--- src/rtl/uart_pkg.sv ---
// uart_pkg: definitions shared by the UART TX path and the frame writer.
// Holds the TX state enum, the frame marker bytes and the baud divider helper.
package uart_pkg;

   typedef enum logic [2:0] {
      IDLE,
      START,
      DATA,
      PARITY,
      STOP
   } uart_tx_state_t;

   localparam logic [7:0] SOM = 8'h73;
   localparam logic [7:0] EOM = 8'h65;

   function automatic int clks_per_bit(input int clk_hz, input int baud);
      return clk_hz / baud;
   endfunction

endpackage

--- src/rtl/uart_baud_tick.sv ---
// uart_baud_tick: bit-period down-counter for the UART transmitter.
// Ports: clk; restart (sync reload to CPB-1); tick (high one cycle per CPB).
module uart_baud_tick #(
   parameter int CPB = 434
) (
   input  logic clk,
   input  logic restart,
   output logic tick
);

   localparam int CW = $clog2(CPB);
   localparam logic [CW-1:0] LOAD = CW'(CPB - 1);

   logic [CW-1:0] cnt;

   // Reloading on every tick keeps bit boundaries exactly CPB apart.
   always_ff @(posedge clk) begin
      if (restart) begin
         cnt <= LOAD;
      end else if (cnt == '0) begin
         cnt <= LOAD;
      end else begin
         cnt <= cnt - 1'b1;
      end
   end

   assign tick = (cnt == '0);

endmodule

--- src/rtl/uart_byte_tx.sv ---
// uart_byte_tx: byte serializer driving the UART tx line (start, 8 data
// LSB first, optional even parity, 1 or 2 stop bits).
// Ports: clk, reset (sync, active-high); in_data/in_valid/in_error/in_ready
// upstream handshake with fixed ready latency; tx line; busy; drop_cnt.
// Build option: define UART_TX_PARITY_EN to add the even parity bit.
module uart_byte_tx #(
   parameter int CLK_HZ        = 50_000_000,
   parameter int BAUD          = 115_200,
   parameter int STOP_BITS     = 1,
   parameter int READY_LATENCY = 2
) (
   input  logic       clk,
   input  logic       reset,
   input  logic [7:0] in_data,
   input  logic       in_valid,
   input  logic       in_error,
   output logic       in_ready,
   output logic       tx,
   output logic       busy,
   output logic [7:0] drop_cnt
);

   import uart_pkg::*;

   localparam int CPB = clks_per_bit(CLK_HZ, BAUD);
   localparam int LW  = (READY_LATENCY < 1) ? 1 : $clog2(READY_LATENCY + 1);
   localparam logic [LW-1:0] LAT_MAX   = LW'(READY_LATENCY);
   localparam logic [2:0]    STOP_LAST = 3'(STOP_BITS - 1);

   if (CPB < 2) begin : g_bad_cpb
      $error("uart_byte_tx: CLK_HZ/BAUD must be at least 2");
   end
   if (STOP_BITS != 1 && STOP_BITS != 2) begin : g_bad_stop
      $error("uart_byte_tx: STOP_BITS must be 1 or 2");
   end

   uart_tx_state_t state, state_n;
   logic [2:0]     bit_idx, bit_n, bit_nx;
   logic [LW-1:0]  lat, lat_n;
   logic [7:0]     data, data_n;
   logic [7:0]     drop_n;
   logic           tx_n, busy_n, ready_n;
   logic           start, tick, restart;

   assign bit_nx  = bit_idx + 3'd1;
   assign restart = reset | start;

   uart_baud_tick #(
      .CPB (CPB)
   ) u_baud (
      .clk     (clk),
      .restart (restart),
      .tick    (tick)
   );

   always_ff @(posedge clk) begin
      if (reset) begin
         state    <= IDLE;
         bit_idx  <= '0;
         lat      <= '0;
         data     <= '0;
         tx       <= 1'b1;
         busy     <= 1'b0;
         in_ready <= 1'b1;
         drop_cnt <= '0;
      end else begin
         state    <= state_n;
         bit_idx  <= bit_n;
         lat      <= lat_n;
         data     <= data_n;
         tx       <= tx_n;
         busy     <= busy_n;
         in_ready <= ready_n;
         drop_cnt <= drop_n;
      end
   end

   always_comb begin
      state_n = state;
      bit_n   = bit_idx;
      lat_n   = '0;
      data_n  = data;
      drop_n  = drop_cnt;
      tx_n    = tx;
      busy_n  = busy;
      ready_n = in_ready;
      start   = 1'b0;
      unique case (state)
         IDLE: begin
            tx_n    = 1'b1;
            busy_n  = 1'b0;
            ready_n = 1'b1;
            lat_n   = lat;
            if (in_ready) begin
               if (lat != LAT_MAX) begin
                  lat_n = lat + 1'b1;
               end else if (in_valid) begin
                  // Both outcomes drop in_ready so upstream sees a new rise.
                  lat_n   = '0;
                  ready_n = 1'b0;
                  if (in_error) begin
                     if (drop_cnt != 8'hFF) drop_n = drop_cnt + 8'd1;
                  end else begin
                     start   = 1'b1;
                     data_n  = in_data;
                     state_n = START;
                     tx_n    = 1'b0;
                     busy_n  = 1'b1;
                  end
               end
            end
         end
         START: begin
            if (tick) begin
               state_n = DATA;
               bit_n   = '0;
               tx_n    = data[0];
            end
         end
         DATA: begin
            if (tick) begin
               if (bit_idx == 3'd7) begin
`ifdef UART_TX_PARITY_EN
                  state_n = PARITY;
                  tx_n    = ^data;
`else
                  state_n = STOP;
                  bit_n   = '0;
                  tx_n    = 1'b1;
`endif
               end else begin
                  bit_n = bit_nx;
                  tx_n  = data[bit_nx];
               end
            end
         end
`ifdef UART_TX_PARITY_EN
         PARITY: begin
            if (tick) begin
               state_n = STOP;
               bit_n   = '0;
               tx_n    = 1'b1;
            end
         end
`endif
         STOP: begin
            if (tick) begin
               if (bit_idx == STOP_LAST) begin
                  state_n = IDLE;
                  busy_n  = 1'b0;
                  ready_n = 1'b1;
               end else begin
                  bit_n = bit_nx;
               end
            end
         end
         default: begin
            state_n = IDLE;
            tx_n    = 1'b1;
            busy_n  = 1'b0;
            ready_n = 1'b1;
         end
      endcase
   end

endmodule

--- config.mk ---
export PLATFORM = sky130hd
export DESIGN_NAME = uart_byte_tx
export DESIGN_NICKNAME = d
export VERILOG_FILES = /design/src/rtl/uart_pkg.sv /design/src/rtl/uart_baud_tick.sv /design/src/rtl/uart_byte_tx.sv
export SDC_FILE = /design/constraint.sdc
export NUM_CORES = 1
export LEC_CHECK = 0
export BUFFER_PORTS_ARGS = -buffer_cell sky130_fd_sc_hd__buf_2
export CAP_MARGIN = 30
export CELL_PAD_IN_SITES_DETAIL_PLACEMENT = 0
export CELL_PAD_IN_SITES_GLOBAL_PLACEMENT = 1
export CORE_MARGIN = 2
export CORE_UTILIZATION = 43
export CTS_CLUSTER_SIZE = 30
export DETAILED_ROUTE_END_ITERATION = 10
export PLACE_DENSITY_LB_ADDON = 0.1
export RECOVER_POWER = 25
export SLEW_MARGIN = 5
export SYNTH_ARGS = -nofsm -noshare
export SYNTH_HDL_FRONTEND = slang
export SYNTH_HIERARCHICAL = 1
export SYNTH_SLANG_ARGS = --single-unit
--- constraint.sdc ---
create_clock -name clk -period 2.6 [get_ports clk]
set_input_delay 0.13 -clock clk [delete_from_list [all_inputs] [get_ports clk]]
set_output_delay 0.13 -clock clk [all_outputs]
set_load 0.05 [all_outputs]
==> results_dict.tcl <==
set metrics [dict create \
    yosysWarnings 6 \
    cts_root_buf "clkbuf_8" \
    place_inst 270 \
    drc_errors 0 \
    ant_nets 0 \
    critPathBufInv 2 \
    die_x_microns 69.71 \
    slowest_delay_ps 580 \
    synth_area_sq_mm 0.001857 \
    ctsHoldBuffers 0 \
    critPathKind "register to register" \
    min_period_over_period_pct 82.20 \
    cts_buffers 5 \
    final_cell_mix "36 x dfxtp_1, 16 x nor2_1, 15 x a21oi_1, 13 x buf_2, 12 x mux2i_1" \
    timing.rr.end "data[4]" \
    clockBufferDepth 2 \
    cp_cell_sequence "nor3_1 > clkbuf_1 > nor3b_2 > buf_4 > mux2i_1 > nor2_1" \
    worstMarginPinSlew_ps 609.0 \
    fp-row-count 23 \
    grt_usage_pct 17.25 \
    p_leak_nw 0.7211 \
    grt_max_degree 31 \
    ys_types 50 \
    start_util_pct 45.44 \
    finalPower_mw 1.049 \
    r2r-start "state[0]" \
    startpoint "state[0]" \
    die-area_sq_mm 0.004859 \
    num_vias 1582 \
    run_status "completed" \
    hold_viol 0 \
    synth_seq_cells 36 \
    nNetsFinal 244 \
    hold_slack_ps 82.40 \
    clock_sinks 36 \
    timing.slew.headroom_pct 59.22 \
    pin_count 23 \
    synth_flop_cell "dfxtp_1" \
    syn_to_final_growth_pct 10.78 \
    powerDensity_mw_per_mm2 510.1 \
    grt_pass1_vias 1564 \
    grt_first_pass_wirelength_microns 6858 \
    n_antenna_cell 0 \
    synth_nets 222 \
    finalClockSkew_ps 4.673 \
    grt_overflow_total 0 \
    end_kind "register" \
    syn_area_per_cell_sq_um 9.057 \
    core_area_sq_mm 0.004086 \
    h-tree-depth 2 \
    drt_pre_antenna_iters 4 \
    cts_tree "yes" \
    cp_max_fo 13 \
    totalWireLength_microns 3816 \
    cp.required_ps 2750 \
    cp-endpoint "data[4]" \
    tns_ps 0 \
    worstSkewPairLatency_ps 280 \
    whs_path_depth 3 \
    post-route-min-period_ps 2137 \
    drive_gt1_share_pct 12.33 \
    hold_class "primary input to register" \
    seq_area_frac_synth_pct 38.81 \
    path_depth 6 \
    worstSetupStartpointType "register" \
    clk_pin_slew_ps 70 \
    synth_cells 205 \
    port_buffers 22 \
    critical-path-slowest-cell "nor3b_2" \
    hpwl_microns 2752 \
    maxSlewViolCount 0 \
    wire_per_inst_microns 13.78 \
    rsz0062_at_grt "false" \
    regToRegSetupSlack_ps 460 \
    viasPerCell 5.711 \
    min_from "in_data[2]" \
    finalSetupViolations 0 \
    cts_setup_buffers 0 \
    reg2regPathDepth 6 \
    die-height_microns 69.71 \
    drt_iter0_drc 100 \
    cp.arrival_ps 2280 \
    synth_edf_count 0 \
    layout.cells.non_filler 277 \
    place_area_sq_mm 0.001999 \
    antenna_found_initial 0 \
    fmax_mhz 467.9 \
    gp_congestion 0.7879 \
    peakVddDrop_v 0.0003175 \
    ctsResizeCount 0 \
    async_flop_share_pct 0 \
    final_common_cell "dfxtp_1" \
    design_area_sq_mm 0.002057 \
    maxCapViolCount 0 \
    critical-path-top-delay-family "simple AND/OR/NAND/NOR gates" \
]
registers in the layout (all words and copies together) (netlist names):
name        flops
state           3
busy            1
drop_cnt        8
tx              1
u_baud/cnt      9
bit_idx         3
in_ready        1
lat             2
data            8
layout make-up:
class / instances / area [sq um]
Clock buffer: 6 / 72.57
Clock inverter: 1 / 5.005
Fill cell: 387 / 2029
Inverter: 7 / 26.28
Multi-Input combinational cell: 152 / 1052
Sequential cell: 36 / 720.7
Tap cell: 50 / 62.56
Timing Repair Buffer: 25 / 117.6
stage by stage:
stage / util (%) / setup WS [ps]
global placement: 48.93 / 586.2
global route: 50.34 / 232.0
CTS: 50.83 / 529.3
floorplan: - / 706.3
finish: 50.34 / 462.8
detailed placement: 48.93 / 569.2
logic make-up after synthesis:
logic type               after synthesis  synth area share, %
AO/OA/AOI/OAI                         45                15.50
XOR/XNOR                               2               0.9436
adder cells (fa/ha/maj)                5                3.369
buffers and inverters                 17                4.515
flip-flops                            36                38.81
multiplexers                          14                8.895
AND/OR/NAND/NOR                       86                27.97
tightest hold or removal path: stages:
cell and delay, ps:
buf_2 70, mux2i_1 50, nor2_1 70
cell usage after synthesis (7+ instances only):
| master | instances | area, sq um |
|---|---|---|
| a21oi_1 | 15 | 75.07 |
| dfxtp_1 | 36 | 720.7 |
| inv_1 | 7 | 26.28 |
| mux2i_1 | 12 | 120.1 |
| nand2_1 | 8 | 30.03 |
| nor2_1 | 16 | 60.06 |
| nor2b_1 | 8 | 50.05 |
| nor3_1 | 9 | 45.04 |
| o21ai_0 | 8 | 40.04 |
| or4_1 | 7 | 52.55 |
worst min-delay path by stage:
stage / slack (ps) / end
after floorplan: 280 / data[2]
after global placement: 370 / data[5]
after detailed placement: 380 / data[3]
after CTS: 80 / data[3]
after global routing: 110 / data[7]
final: 80 / data[2]
power breakdown:
group | internal, mW | total (mW) | switching (mW)
clock | 0.182 | 0.364 | 0.182
combinational | 0.0416 | 0.0932 | 0.0516
sequential | 0.570 | 0.592 | 0.0216
routing by layer:
layer	share of wire, %	GRT usage, %	vias up	wire length [microns]
li1	-	-	800	-
met4	2.8	8.120	0	105
met1	47	20.25	741	1791
met2	46	29.06	30	1772
met5	0	0	-	0
met3	3.8	4.797	11	146
(Power assumes the default switching activity.)
